## config.mk

```make
export PLATFORM = sky130hd
export DESIGN_NAME = inference_sequencer
export DESIGN_NICKNAME = d
export VERILOG_FILES = /design/src/rtl/ann_pkg.sv /design/src/rtl/result_scoreboard.sv /design/src/rtl/inference_sequencer.sv
export SDC_FILE = /design/constraint.sdc
export NUM_CORES = 1
export LEC_CHECK = 0
export BUFFER_PORTS_ARGS = -buffer_cell sky130_fd_sc_hd__buf_2
export CAP_MARGIN = 20
export CORE_ASPECT_RATIO = 1.25
export CORE_MARGIN = 5
export CORE_UTILIZATION = 26
export CTS_BUF_LIST = sky130_fd_sc_hd__clkbuf_4
export CTS_CLUSTER_DIAMETER = 50
export DETAILED_ROUTE_END_ITERATION = 8
export PLACE_DENSITY = 0.54
export SETUP_SLACK_MARGIN = 0.4
export SLEW_MARGIN = 20
export SYNTH_ARGS = -nofsm -noshare
export SYNTH_HDL_FRONTEND = slang
export SYNTH_SLANG_ARGS = --single-unit
```

## constraint.sdc

```tcl
create_clock -name clk -period 4.5 [get_ports clk]
set_clock_uncertainty 0.05 [all_clocks]
set_input_delay 0.9 -clock clk [delete_from_list [all_inputs] [get_ports clk]]
set_output_delay 0.9 -clock clk [all_outputs]
set_load 0.005 [all_outputs]
```

## src/rtl/ann_pkg.sv

```systemverilog
// Shared constants and sequencer state encoding for the ANN inference datapath.
package ann_pkg;

  localparam int unsigned DATAWIDTH           = 11;
  localparam int unsigned INPUT_VECTOR_LENGTH = 64;
  localparam int unsigned LAYERS              = 2;
  localparam int unsigned ROWS [LAYERS]       = '{30, 10};
  localparam int unsigned OUTPUT_ROWS         = ROWS[LAYERS-1];
  localparam int unsigned MAX_INPUTS          = 200;

  typedef enum logic [2:0] {
    StIdle,
    StWaitLoad,
    StRunLayer,
    StWaitLayer,
    StCompare,
    StNext,
    StDone
  } seq_state_e;

endpackage

```

## src/rtl/result_scoreboard.sv

```systemverilog
// Run scoreboard: counts classified images and correct classifications.
module result_scoreboard #(
  parameter int unsigned max_count = 200,
  parameter int unsigned cnt_bits  = $clog2(max_count + 1)
) (
  input  logic                clk,
  input  logic                rst,
  input  logic                clear,
  input  logic                inc,
  input  logic                hit,
  output logic [cnt_bits-1:0] infer_count,
  output logic [cnt_bits-1:0] correct_count
);

  localparam logic [cnt_bits-1:0] MaxCount = cnt_bits'(max_count);

  // Saturating counters; correct_count only moves together with infer_count so it never leads.
  always_ff @(posedge clk or posedge rst) begin
    if (rst) begin
      infer_count   <= '0;
      correct_count <= '0;
    end else if (clear) begin
      infer_count   <= '0;
      correct_count <= '0;
    end else if (inc && (infer_count != MaxCount)) begin
      infer_count <= infer_count + cnt_bits'(1);
      if (hit) begin
        correct_count <= correct_count + cnt_bits'(1);
      end
    end
  end

endmodule

```

## src/rtl/inference_sequencer.sv

```systemverilog
// Sequences dense layers per image, scores the prediction and advances the input loader.
module inference_sequencer
  import ann_pkg::*;
#(
  parameter int unsigned layers      = LAYERS,
  parameter int unsigned output_rows = OUTPUT_ROWS,
  parameter int unsigned max_inputs  = MAX_INPUTS,
  parameter int unsigned label_bits  = $clog2(output_rows),
  parameter int unsigned cnt_bits    = $clog2(max_inputs + 1)
) (
  input  logic                  clk,
  input  logic                  rst_overall,
  input  logic                  upload_done,
  input  logic                  enable_inference,
  input  logic                  input_loaded,
  input  logic [label_bits-1:0] label,
  input  logic [layers-1:0]     layer_done,
  input  logic [label_bits-1:0] predicted_class,
  output logic [layers-1:0]     layer_start,
  output logic                  final_done,
  output logic                  result_valid,
  output logic [cnt_bits-1:0]   correct_count,
  output logic [cnt_bits-1:0]   infer_count,
  output logic                  busy,
  output logic                  all_done
);

  localparam int unsigned idx_bits = (layers > 1) ? $clog2(layers) : 1;
  localparam logic [idx_bits-1:0] LastIdx  = idx_bits'(layers - 1);
  localparam logic [cnt_bits-1:0] MaxCount = cnt_bits'(max_inputs);
  localparam logic [layers-1:0]   OneHot0  = layers'(1);

  seq_state_e            state_q, state_d;
  logic [idx_bits-1:0]   idx_q, idx_d;
  logic [label_bits-1:0] label_q;
  logic                  uploaded_q;
  logic                  sb_clear, sb_inc, sb_hit;
  logic                  state_busy;
  logic [layers-1:0]     start_d;

  result_scoreboard #(
    .max_count (max_inputs),
    .cnt_bits  (cnt_bits)
  ) u_scoreboard (
    .clk           (clk),
    .rst           (rst_overall),
    .clear         (sb_clear),
    .inc           (sb_inc),
    .hit           (sb_hit),
    .infer_count   (infer_count),
    .correct_count (correct_count)
  );

  // Next-state, layer index and scoreboard controls.
  always_comb begin
    state_d    = state_q;
    idx_d      = idx_q;
    sb_clear   = 1'b0;
    sb_inc     = 1'b0;
    sb_hit     = 1'b0;
    state_busy = (state_q != StIdle) && (state_q != StDone);
    unique case (state_q)
      StIdle: begin
        if (enable_inference && (uploaded_q || upload_done)) begin
          state_d  = StWaitLoad;
          idx_d    = '0;
          sb_clear = 1'b1;
        end
      end
      StWaitLoad: begin
        if (input_loaded) begin
          state_d = StRunLayer;
          idx_d   = '0;
        end
      end
      StRunLayer: state_d = StWaitLayer;
      StWaitLayer: begin
        if (layer_done[idx_q]) begin
          if (idx_q == LastIdx) begin
            // Prediction is scored on the edge it is valid, so counters line up with result_valid.
            state_d = StCompare;
            sb_inc  = 1'b1;
            sb_hit  = (predicted_class == label_q);
          end else begin
            state_d = StRunLayer;
            idx_d   = idx_q + idx_bits'(1);
          end
        end
      end
      StCompare: state_d = (infer_count == MaxCount) ? StDone : StNext;
      StNext:    state_d = StWaitLoad;
      StDone: begin
        if (!enable_inference) begin
          state_d = StIdle;
        end
      end
      default: state_d = StIdle;
    endcase
    // Dropping enable aborts the run without scoring or pulsing anything.
    if (state_busy && !enable_inference) begin
      state_d = StIdle;
      sb_inc  = 1'b0;
      sb_hit  = 1'b0;
    end
    start_d = (state_d == StRunLayer) ? (OneHot0 << idx_d) : '0;
  end

  // State, captured label, sticky upload flag and registered (Moore) outputs.
  always_ff @(posedge clk or posedge rst_overall) begin
    if (rst_overall) begin
      state_q      <= StIdle;
      idx_q        <= '0;
      label_q      <= '0;
      uploaded_q   <= 1'b0;
      layer_start  <= '0;
      result_valid <= 1'b0;
      final_done   <= 1'b0;
      busy         <= 1'b0;
      all_done     <= 1'b0;
    end else begin
      state_q    <= state_d;
      idx_q      <= idx_d;
      uploaded_q <= uploaded_q | upload_done;
      if ((state_q == StWaitLoad) && (state_d == StRunLayer)) begin
        label_q <= label;
      end
      layer_start  <= start_d;
      result_valid <= (state_d == StCompare);
      final_done   <= (state_d == StNext);
      busy         <= (state_d != StIdle) && (state_d != StDone);
      all_done     <= (state_d == StDone);
    end
  end

endmodule

```

==> results of run 1 <==
## critical path, delay by kind of cell, from the launching register on
kind                     cells  cell delay (ns)
flip-flops                   1             0.43
AO/OA/AOI/OAI                1             0.41
multiplexers                 1             0.30
adder cells (fa/ha/maj)      1             0.20
AND/OR/NAND/NOR              3             0.86
buffers and inverters        2             0.32
## worst paths after layout
check                                                 start                       endpoint  slack (ns)  depth (start not counted)
worst min-delay path                             uploaded_q                     uploaded_q        0.43                          1
worst max register to register  u_scoreboard.infer_count[0]                     label_q[0]        1.82                          8
max in group asynchronous                       rst_overall    u_scoreboard.infer_count[4]        3.53                          3
worst min register to register                   uploaded_q                     uploaded_q        0.43                          1
worst max-delay path            u_scoreboard.infer_count[0]                     label_q[0]        1.82                          8
min in group asynchronous                       rst_overall  u_scoreboard.correct_count[1]        0.57                          3
## flip-flops by register name, indices dropped and copies added, names as in the netlist
| register | flops |
|---|---|
| u_scoreboard.infer_count | 8 |
| final_done | 1 |
| label_q | 4 |
| uploaded_q | 1 |
| busy | 1 |
| u_scoreboard.correct_count | 8 |
| result_valid | 1 |
| idx_q | 1 |
| state_q | 3 |
| layer_start | 2 |
| all_done | 1 |
## metal layers
layer,vias to the layer above,track usage [%]
met4,0,3.90
met1,619,11.4
met3,7,3.56
met2,34,17.7
li1,632,-
met5,-,0
## where the power goes
part	leakage, nW	switching [mW]	internal, mW	total, mW
clock	0.0272	0.105	0.0596	0.164
combinational	0.489	0.143	0.156	0.298
sequential	0.411	0.0678	0.328	0.396
total	0.927	0.315	0.544	0.859
## cell usage after synthesis (3+ instances only)
cell type  count
dfrtp_1       31
nor2_1        16
xor2_1        11
nand2_1        9
nand3_1        9
inv_1          7
a21oi_1        5
mux2_4         4
o21ai_1        4
xnor2_1        4
clkbuf_1       3
ha_1           3
mux2i_1        3
nand4_1        3
nor4_1         3
or3_1          3
## area by class of cell
cell class                 count  share of cell area (%)
clock buffer                   5                    1.92
clock inverter                 3                    1.02
inverter                       7                    1.34
multi-input combinational    111                    40.3
sequential                    31                    39.6
tap                           85                    5.43
timing repair buffer          39                    10.4
## cell families after synthesis
group / Yosys count
DFF: 31
adders and majority gates: 3
AOI/OAI and AO/OA: 20
and+or+nand+nor: 66
muxes: 7
buffers and inverters: 13
xor gates and xnor gates: 15
## stage by stage
stage | cell area [µm²] | hold WS (ns) | utilization (%) | power [mW]
after global placement | 1900 | 0.401 | 31.0 | 0.703
after detailed placement | 1900 | 0.404 | 31.0 | 0.706
final | 1960 | 0.428 | 32.0 | 0.859
after global routing | 1960 | 0.443 | 32.0 | 0.929
after floorplan | 1630 | 0.389 | - | 0.621
after CTS | 1960 | 0.433 | 32.0 | 0.877
==> out/results.ini, run 1 <==
[place]
numPortBuffers=36
dp_slack_ns=1.54
dp_hpwl_um=2760
placed_cells=273
place_congestion=0.777

[detailed_routing]
viasPerCell=4.60
wl_per_cell_um=13.1
route.met2.wl_um=1890
drtPass1Iterations=4
drc=0
drt_iter0_markers=77
ant_nets=0
wl_met1_um=1510
wl_met3_um=209
drt_wl_total_um=3680
dr.max_layer_used=met4
vias=1292

[clock_tree]
cts_setup_buffers=0
cts_tree=done
hold_buffers=0
clkSlewWorstSetupHoldPaths_ns=0.11
cts_inserted_buffers=5
cts.sinks=31
htree_levels=2
clock_path_buffers=2
cts_root_buffer=clkbuf_4
insertion_delay_ns=0.33
cts_resized=0

[synth]
synth_compound_area_share_pct=9.23
synth_nets=173
synthMuxAreaShare_pct=5.54
ys_seq_area_share_pct=47.7
yosys_warnings=0
ys_types=47
synth_area_um2=1630
ys_async_sr_fraction_pct=100
yosys.area_share.xor_xnor_pct=8.08
syn_inst=155
synth-seq-cells=31
syn_area_per_cell_um2=10.5
synth_edf_count=0
synthAdderAreaFrac_pct=2.31
synth_area_leaders=dfrtp_1 48%, xor2_1 5.9%, mux2_4 3.7%
synthSimpleGateAreaFrac_pct=23.4
synth_top_area_share_pct=47.7
synth_top_family_by_area=simple AND/OR/NAND/NOR gates
ys.flop_type=dfrtp_1
post-synth-top-area-cell=dfrtp_1

[final_layout]
diodes=0
fin_cells=281
final_nets=213
area_growth_pct=20.4
layout_commonest_cell=buf_2
multi_input_area_um2=790
area.sequential_um2=776
final_cell_mix=36 x buf_2, 31 x dfrtp_1, 16 x nor2_1, 11 x xor2_1
drive_above_1_share_pct=29.6
fillCellCount=664

[die]
die_h_um=98.4
rows=32
coreArea_um2=6130
die_w_um=80.7
initial_core_util_pct=26.6
fp.dieArea_um2=7950
io_pins=37

[worst_setup_path]
worstPathArrival_ns=2.85
required_ns=4.67
path_cells=inv_1, ha_1, nand3_1, or4_4, o41a_4, nor4bb_1, buf_4, mux2_4
criticalPathCategory=reg -> reg
max_stage_delay_ns=0.50
start_kind=flip-flop
crit_fanout=8
cp-end-kind=flip-flop
worst_path_max_delay_cell=or4_4

[global_routing]
grt_pass1_vias=1339
grt_usage_pct=10.3
grt_overflow=0
grt_max_degree=32
grt_pass1_wl_um=6310
antenna_found_initial=0

[run_status]
status=completed

[sta]
hold_viol=0
finalMaxSlewViolations=0
fin_crit_sh_pct=59.6
rsz0062_at_grt=no
clock.fmax_mhz=373
post-route-min-period_ns=2.68
worst_slew_pin_slew_ns=0.700
relSlewSlack_pct=52.9
layout_setup_ws_ns=1.82
tns_ns=0
setup_viol=0

[power]
power_density_nw_per_um2=439
ir_worst_vdd_mv=0.183
p_leak_nw=0.927

[run]
maxCapViolations=0

[min_path]
hold_class=reg -> reg

Note: power is estimated with default switching activity, not from simulation.
==> inputs of run 2 (changes only) <==
- ABC_AREA: unset -> 1
- PLACE_DENSITY: 0.54 -> 0.55
- clock period: 4.5 -> 2.3 ns (I/O delays scaled with it)
==> out/results.ini, run 2 <==
[worst_setup_path]
ff2ff_setup_slack_ns=0.53
max_stage_delay_ns=0.43
r2r-end=label_q[3]
worstPathArrival_ns=1.95
path_cells=inv_1, ha_1, nand2_1, nor2_4, nand3_1, nand2_1, nor2_1, nor2_2, nand4_4, nand2_1, nand2_1
cp-end-kind=flip-flop
criticalPathCategory=reg -> reg
critPathTopFamily=simple AND/OR/NAND/NOR gates
path_buf_inv=1
reg2reg_depth=11
crit_top_cell=nand2_1
required_ns=2.48
timing.rr.start=u_scoreboard.infer_count[1]
worst_path_max_delay_cell=dfrtp_1
crit_fanout=5
start_kind=flip-flop

[sta]
finalMaxSlewViolations=0
relSlewSlack_pct=73.0
tns_ns=0
hold_viol=0
fin_crit_sh_pct=76.9
setup_viol=0
clock.fmax_mhz=566
rsz0062_at_grt=no
worst_slew_pin_slew_ns=0.404
post-route-min-period_ns=1.77
hold_slack_ns=0.146

[detailed_routing]
ant_nets=0
wl_met3_um=189
wl_per_cell_um=11.4
drc=0
drt_wl_total_um=4180
dr.max_layer_used=met4
wl_met1_um=1820
route.met2.wl_um=2140
vias=1597
drt_iter0_markers=36
drtPass1Iterations=4
viasPerCell=4.36

[place]
dp_hpwl_um=3220
numPortBuffers=36
place_congestion=0.825
placed_cells=357

[global_routing]
grt_overflow=0
antenna_found_initial=0
grt_pass1_wl_um=7180
grt_pass1_vias=1599
grt_usage_pct=10.3
grt_max_degree=32

[synth]
ys_async_sr_fraction_pct=100
ys.flop_type=dfrtp_1
post-synth-top-area-cell=dfrtp_1
synth-seq-cells=31
synth_nets=253
ys_seq_area_share_pct=43.2
syn_inst=235
synth_area_leaders=dfrtp_1 43%, nand2_1 13%, inv_1 7.3%
syn_area_per_cell_um2=7.64
yosys_warnings=0
yosys-top-cells-count=63 x nand2_1, 35 x inv_1, 31 x dfrtp_1
synth_top_area_share_pct=43.2
synth.most_common_cell=nand2_1
ys_types=31
synth_area_um2=1800
synth_edf_count=0

[min_path]
hold_class=in -> async

[run]
maxCapViolations=0

[die]
die_w_um=84.3
fp.dieArea_um2=8680
rows=33
die_h_um=103
coreArea_um2=6650
io_pins=37
initial_core_util_pct=27.0

[power]
switching_share_pct=41.2
pwr-share-seq_pct=43.6
ir_worst_vdd_mv=0.320
p_sw_uw=668
pwr-share-clk_pct=18.7
internal-power_uw=953
p_leak_nw=1.21
pwr-share-comb_pct=37.7
power_density_nw_per_um2=751

[final_layout]
final_nets=297
drive_above_1_share_pct=26.2
top_regs=u_scoreboard.correct_count x8, u_scoreboard.infer_count x8, label_q x4
layout_commonest_cell=nand2_1
area_growth_pct=20.2
diodes=0
fin_cells=366
final_cell_mix=62 x nand2_1, 36 x buf_2, 34 x inv_1, 31 x dfrtp_1, 28 x nor2_1

[clock_tree]
clkSlewWorstSetupHoldPaths_ns=0.10
htree_levels=2
cts_inserted_buffers=5
insertion_delay_ns=0.33
cts.sinks=31
clock_path_buffers=2
hold_buffers=0
cts_root_buffer=clkbuf_4
cts_tree=done

[run_status]
status=completed

==> run 2: cell count changes after synthesis, sizes merged, moves of 4 or more <==
cell / change
xor2: -10
inv: +33
xnor2: -4
nand4: +9
nand2: +56
nand3: +8
mux2: -4
nor2: +21
o21ai: +4
nor4: -4
==> run 2: per-stage QoR <==
| stage | util (%) | power (mW) | worst slack, ns | instance area (µm²) |
|---|---|---|---|---|
| after floorplan | - | 1.15 | 0.689 | 1800 |
| after global placement | 31.2 | 1.28 | 0.445 | 2080 |
| after detailed placement | 31.2 | 1.29 | 0.443 | 2080 |
| after CTS | 31.9 | 1.60 | 0.426 | 2120 |
| after global routing | 32.5 | 1.77 | 0.410 | 2160 |
| final | 32.5 | 1.62 | 0.532 | 2160 |
==> run 2: how the worst max path moves through the flow <==
stage                                start          to  slack (ns)  cells past startpoint
2_1_floorplan  u_scoreboard.infer_count[0]  label_q[0]        0.69                     11
3_3_place_gp   u_scoreboard.infer_count[0]  label_q[2]        0.44                     11
3_5_place_dp   u_scoreboard.infer_count[0]  label_q[2]        0.44                     11
4_1_cts        u_scoreboard.infer_count[0]  label_q[2]        0.43                     11
5_1_grt        u_scoreboard.infer_count[1]  label_q[0]        0.41                     11
6_report       u_scoreboard.infer_count[1]  label_q[3]        0.53                     11
==> run 2: timing repair <==
item                                    4_1_cts  5_1_grt
endpoints found under the hold margin         0        0
buffers inserted                              0        2
resized for setup                             0        6
endpoints found under the setup margin        0       12
==> run 2: power by group through the flow <==
| stage | logic (mW) | clock network, mW | registers [mW] |
|---|---|---|---|
| floorplan | 0.456 | 0 | 0.690 |
| global placement | 0.556 | 0 | 0.719 |
| detailed placement | 0.570 | 0 | 0.717 |
| CTS | 0.572 | 0.321 | 0.707 |
| global route | 0.705 | 0.348 | 0.720 |
| finish | 0.611 | 0.303 | 0.708 |
==> run 2: cell families (layout without fill, tap and decap cells) <==
kind of cell             count (synthesis)  after routing  share of synthesized area, %
AO/OA/AOI/OAI                           20             20                          6.41
XOR/XNOR                                 1              1                         0.488
AND/OR/NAND/NOR                        138            138                          38.5
adder cells (fa/ha/maj)                  3              3                          2.09
flip-flops                              31             31                          43.2
buffers and inverters                   42             86                          9.27
==> run 2: area by class of cell <==
| class | count | area, µm² |
|---|---|---|
| Fill cell | 748 | 4490 |
| Multi-Input combinational cell | 162 | 875 |
| Sequential cell | 31 | 776 |
| Timing Repair Buffer | 39 | 203 |
| Inverter | 40 | 150 |
| Tap cell | 87 | 109 |
| Clock buffer | 5 | 37.5 |
| Clock inverter | 2 | 8.76 |
==> run 2: metal layers <==
metal  up-vias  track usage, %
li1        828               -
met1       734            11.6
met2        31            18.8
met3         4            3.20
met4         0            3.34
met5         -               0
==> run 2: worst reg2reg max path: cells and delay by family (launching register included) <==
| kind | cells | cell delay [ns] |
|---|---|---|
| fa+ha+maj | 1 | 0.14 |
| buf+inv | 1 | 0.08 |
| simple gates | 9 | 0.96 |
| flops | 1 | 0.43 |
